File: src/rtl/qpsk_bit_splitter_pkg.sv
// Shared QPSK transmit/receive definitions: default bit divider, pair-phase
// encoding and the I-first dibit mapping convention.
package qpsk_bit_splitter_pkg;

  localparam int QPSK_BIT_DIV_DEFAULT = 8;
  localparam bit QPSK_I_FIRST_DEFAULT = 1'b1;

  typedef enum logic {
    PH_FIRST  = 1'b0,
    PH_SECOND = 1'b1
  } phase_e;

  // Returns {I, Q} for a collected pair under the given I-first convention.
  function automatic logic [1:0] map_dibit(input logic first_bit,
                                           input logic second_bit,
                                           input logic i_first);
    return i_first ? {first_bit, second_bit} : {second_bit, first_bit};
  endfunction

endpackage

File: src/rtl/bit_rate_divider.sv
// Bit-rate divider: free-running modulo-DIV counter while enabled, with a
// terminal-count tick gated by en.
module bit_rate_divider #(
  parameter int DIV = 8
) (
  input  logic clk,
  input  logic rst_n,
  input  logic en,
  output logic tick
);

  localparam int CW = (DIV > 1) ? $clog2(DIV) : 1;
  localparam logic [CW-1:0] LAST = CW'(DIV - 1);

  logic [CW-1:0] r_cnt;

  always_ff @(posedge clk or negedge rst_n) begin
    if (!rst_n) begin
      r_cnt <= '0;
    end else if (!en) begin
      r_cnt <= '0;
    end else if (r_cnt == LAST) begin
      r_cnt <= '0;
    end else begin
      r_cnt <= r_cnt + CW'(1);
    end
  end

  assign tick = en && (r_cnt == LAST);

endmodule

File: src/rtl/qpsk_bit_splitter.sv
// Serial-to-dibit splitter for the QPSK transmit path: pairs consecutive
// sampled bits into held I/Q bits with a one-cycle sym_load per symbol.
module qpsk_bit_splitter
  import qpsk_bit_splitter_pkg::*;
#(
  parameter int BIT_DIV = QPSK_BIT_DIV_DEFAULT,
  parameter bit I_FIRST = QPSK_I_FIRST_DEFAULT
) (
  input  logic clk,
  input  logic rst_n,
  input  logic en,
  input  logic din,
  output logic bit_tick,
  output logic sel,
  output logic data_i,
  output logic data_q,
  output logic sym_load
);

  logic       w_tick;
  logic [1:0] w_dibit;
  phase_e     r_phase;
  logic       r_first_bit;
  logic       r_data_i;
  logic       r_data_q;
  logic       r_sym_load;

  bit_rate_divider #(.DIV(BIT_DIV)) u_div (
    .clk   (clk),
    .rst_n (rst_n),
    .en    (en),
    .tick  (w_tick)
  );

  assign w_dibit = map_dibit(r_first_bit, din, I_FIRST);

  // en low clears everything, so a half-collected pair is never emitted.
  always_ff @(posedge clk or negedge rst_n) begin
    if (!rst_n) begin
      r_phase     <= PH_FIRST;
      r_first_bit <= 1'b0;
      r_data_i    <= 1'b0;
      r_data_q    <= 1'b0;
      r_sym_load  <= 1'b0;
    end else if (!en) begin
      r_phase     <= PH_FIRST;
      r_first_bit <= 1'b0;
      r_data_i    <= 1'b0;
      r_data_q    <= 1'b0;
      r_sym_load  <= 1'b0;
    end else begin
      r_sym_load <= 1'b0;
      if (w_tick) begin
        case (r_phase)
          PH_FIRST: begin
            r_first_bit <= din;
            r_phase     <= PH_SECOND;
          end
          PH_SECOND: begin
            r_data_i   <= w_dibit[1];
            r_data_q   <= w_dibit[0];
            r_sym_load <= 1'b1;
            r_phase    <= PH_FIRST;
          end
          default: r_phase <= PH_FIRST;
        endcase
      end
    end
  end

  assign bit_tick = w_tick;
  assign sel      = (r_phase == PH_SECOND);
  assign data_i   = r_data_i;
  assign data_q   = r_data_q;
  assign sym_load = r_sym_load;

endmodule

File: config.mk
export PLATFORM = sky130hd
export DESIGN_NAME = qpsk_bit_splitter
export DESIGN_NICKNAME = d
export VERILOG_FILES = /design/src/rtl/qpsk_bit_splitter_pkg.sv /design/src/rtl/bit_rate_divider.sv /design/src/rtl/qpsk_bit_splitter.sv
export SDC_FILE = /design/constraint.sdc
export NUM_CORES = 1
export LEC_CHECK = 0
export BUFFER_PORTS_ARGS = -buffer_cell sky130_fd_sc_hd__clkbuf_2
export CAP_MARGIN = 20
export CELL_PAD_IN_SITES_DETAIL_PLACEMENT = 0
export CELL_PAD_IN_SITES_GLOBAL_PLACEMENT = 1
export CORE_AREA = 2 2 39 41
export CTS_CLUSTER_SIZE = 28
export DETAILED_ROUTE_END_ITERATION = 7
export DIE_AREA = 0 0 41 43
export GPL_ROUTABILITY_DRIVEN = 0
export HOLD_SLACK_MARGIN = 0.08
export PLACE_DENSITY = 0.62
export REMOVE_ABC_BUFFERS = 1
export SETUP_SLACK_MARGIN = 0.02
export SYNTH_ARGS = -nofsm -noshare
export SYNTH_HDL_FRONTEND = slang
export SYNTH_HIERARCHICAL = 1
export SYNTH_SLANG_ARGS = --single-unit
export TNS_END_PERCENT = 20
File: constraint.sdc
create_clock -name clk -period 3.65 [get_ports clk]
set_input_delay 1.095 -clock clk [delete_from_list [all_inputs] [get_ports clk]]
set_output_delay 1.095 -clock clk [all_outputs]
set_load 0.05 [all_outputs]
==> out/metrics.yaml <==
layout:
  antennaDiodeCount: 0
  post_layout_net_count: 45
  drive_gt1_share_pct: 37.84
  fin_cells: 53
  area_delta_synth_final_pct: 24.26
  fillers: 150
floorplan:
  placement_rows: 14
  dieArea_um2: 1763
  placeableCoreArea_um2: 1384
  fp.dieW_um: 41
  floorplan.io_pins: 9
  fp.dieH_um: 43
  start_util_pct: 24.59
timing:
  worst_slew_pin_slew_ns: 0.2783
  achievable-frequency_mhz: 352.4
  timing_hold_violations_final: 0
  grt_setup_unrepaired: "false"
  fin_setup_tns_ns: 0
  timing.max_slew.rel_slack_pct: 81.53
  setup_violation_total_in_the_final_timing_report: 0
  period_share_pct: 77.75
  min_period_ns: 2.838
  slew_violations: 0
  timing.clock.skew_ns: 0.002942
min_path:
  hp-start: "u_div/r_cnt[0]"
  timing.hold.worst_endpoint: "u_div/r_cnt[0]"
  timing.hold.worst.class: "reg -> reg"
  hold_path_depth: 1
critical_path:
  required_ns: 2.55
  critPathCaptureType: "output port"
  worst_r2r_startpoint: "u_div/r_cnt[0]"
  critical_path.max_fanout: 10
  critPathArrivalTime_ns: 1.74
  criticalPathCategory: "in -> out"
  worst_r2r_endpoint: "data_i"
  cp-start-kind: "input pin"
  reg2regPathDepth: 5
  setup.reg_to_reg.worst_slack_ns: 2.22
power:
  power.density_cell_area_nw_per_um2: 401.5
  p_leak_nw: 0.2284
  ir_worst_vdd_uv: 121.6
clock_network:
  cts_setup_buffers: 0
  holdBufCountCts: 0
  cts_root_buffer: "sky130_fd_sc_hd__clkbuf_4"
  cts-resized-gates: 0
  tritoncts: "done"
  clock-sinks: 8
  clockBufferDepth: 2
  cts_inserted_buffers: 3
  clk_latency_ns: 0.25
  clk_pin_slew_ns: 0.06
  htreeDepth: 1
yosys:
  synth.yosys.warnings: 6
  synthesis.area_um2: 340.3
  synth_cell_types: 12
  synth_cells: 26
  synth-seq-cells: 8
  netlist.top_cell.by_area: "sky130_fd_sc_hd__dfrtp_1"
  yosysMostFrequentCell: "sky130_fd_sc_hd__dfrtp_1"
  synth_edf_count: 0
  synth_top_flop_cell: "sky130_fd_sc_hd__dfrtp_1"
  fraction_of_registers_with_async_set_or_reset_after_synthesis_pct: 100.0
  synthTopCellsByCount: "sky130_fd_sc_hd__dfrtp_1, sky130_fd_sc_hd__nand2_1, sky130_fd_sc_hd__mux2i_1"
  sequential_fraction_of_the_synthesis_area_pct: 58.82
  yosys.area.top_type_share_pct: 58.82
  syn-mean-instance-area_um2: 13.09
  yosys-top-cells-area: "sky130_fd_sc_hd__dfrtp_1, sky130_fd_sc_hd__mux2i_1, sky130_fd_sc_hd__ha_1"
drt:
  route.detailed.drc: 0
  drt_iter0_markers: 2
  dr.pass1.iters: 2
  drt.antenna.violating_nets: 0
  vias: 238
  post_drt_via_cell_ratio: 4.491
  wire_per_inst_um: 11.32
  detail_route.wirelength_um: 600
grt:
  number_of_antenna_violations_at_the_first_check_in_global_routing: 0
  grt_first_pass_wirelength_um: 1083
  groute.usage.overall_pct: 10.76
  maximum_number_of_pins_on_one_net_before_global_route_repair: 11
  grt_ovf: 0
  grt_pass1_vias: 246
flow_run:
  maxCapViolations: 0
placement:
  number_of_buffer_cells_added_on_primary_ports: 8
  detailedPlacementHpwl_um: 463.3
  placed_cells: 50
run_status:
  result_of_the_run: "finished, final reports clean"
[area by class of cell]
type / instances / area (µm²) / area share (%)
Multi-Input combinational cell: 18 / 140.1 / 33.14
Sequential cell: 8 / 200.2 / 47.34
Timing Repair Buffer: 8 / 40.04 / 9.467
Tap cell: 16 / 20.02 / 4.734
Clock buffer: 3 / 22.52 / 5.325
[layer usage]
metal,vias to the layer above,share of wire [%],GRT usage (%),routed length [µm]
met1,118,37,9.667,219
met3,2,4.3,3.141,26
met4,0,4.5,16.00,27
li1,112,-,-,-
met5,-,0,0,0
met2,6,54,14.69,326
[sequential cells by signal (all words and copies together) (netlist names)]
signal and flops:
data_i 1, data_q 1, r_first_bit 1, sel 1
sym_load 1, u_div/r_cnt 3
[cells by family after synthesis]
group | after synthesis | share of synthesized area, %
flip-flops | 8 | 58.82
multiplexers | 3 | 8.824
AND/OR/NAND/NOR | 12 | 22.80
AO/OA/AOI/OAI | 1 | 2.207
adder cells (fa/ha/maj) | 2 | 7.352
[worst max-delay path, cell delays in order]
cell                       delay [ns]
sky130_fd_sc_hd__clkbuf_2        0.16
sky130_fd_sc_hd__and2_2          0.20
sky130_fd_sc_hd__clkbuf_2        0.28
[metrics by stage]
step / setup slack (ns) / utilization [%] / power (mW) / cell area [µm²] / hold slack [ns]
detailed placement: 0.8015 / 28.93 / 0.1038 / 400.4 / 0.4504
global route: 0.7439 / 30.56 / 0.1790 / 422.9 / 0.4726
finish: 0.8121 / 30.56 / 0.1698 / 422.9 / 0.4586
floorplan: 1.149 / - / 0.09846 / 340.3 / 0.4289
global placement: 0.8078 / 28.93 / 0.1031 / 400.4 / 0.4395
CTS: 0.8011 / 30.56 / 0.1743 / 422.9 / 0.4589
[power breakdown]
part	switching, mW	internal (mW)	total, mW
sequential	0.00130	0.0915	0.0928
combinational	0.00500	0.00403	0.00903
clock	0.0303	0.0376	0.0680
[how the worst max path moves through the flow]
stage	startpoint	cells past startpoint	endpoint	slack (ns)
2_1_floorplan	en	1	bit_tick	1.15
3_3_place_gp	en	3	bit_tick	0.81
3_5_place_dp	en	3	bit_tick	0.80
4_1_cts	en	3	bit_tick	0.80
5_1_grt	en	3	bit_tick	0.74
6_report	en	3	bit_tick	0.81
[cell usage in the layout (no fill, tap or decap)]
master	count
sky130_fd_sc_hd__mux2i_1	3
sky130_fd_sc_hd__ha_1	2
sky130_fd_sc_hd__and3_1	1
sky130_fd_sc_hd__nand2b_1	2
sky130_fd_sc_hd__and3b_1	1
sky130_fd_sc_hd__and2_2	1
sky130_fd_sc_hd__clkbuf_2	8
sky130_fd_sc_hd__clkbuf_4	3
sky130_fd_sc_hd__nor3b_2	1
sky130_fd_sc_hd__and2_4	1
sky130_fd_sc_hd__nand2_1	4
sky130_fd_sc_hd__and2_1	1
sky130_fd_sc_hd__a21boi_1	1
sky130_fd_sc_hd__dfrtp_1	8
(Power assumes the default switching activity.)
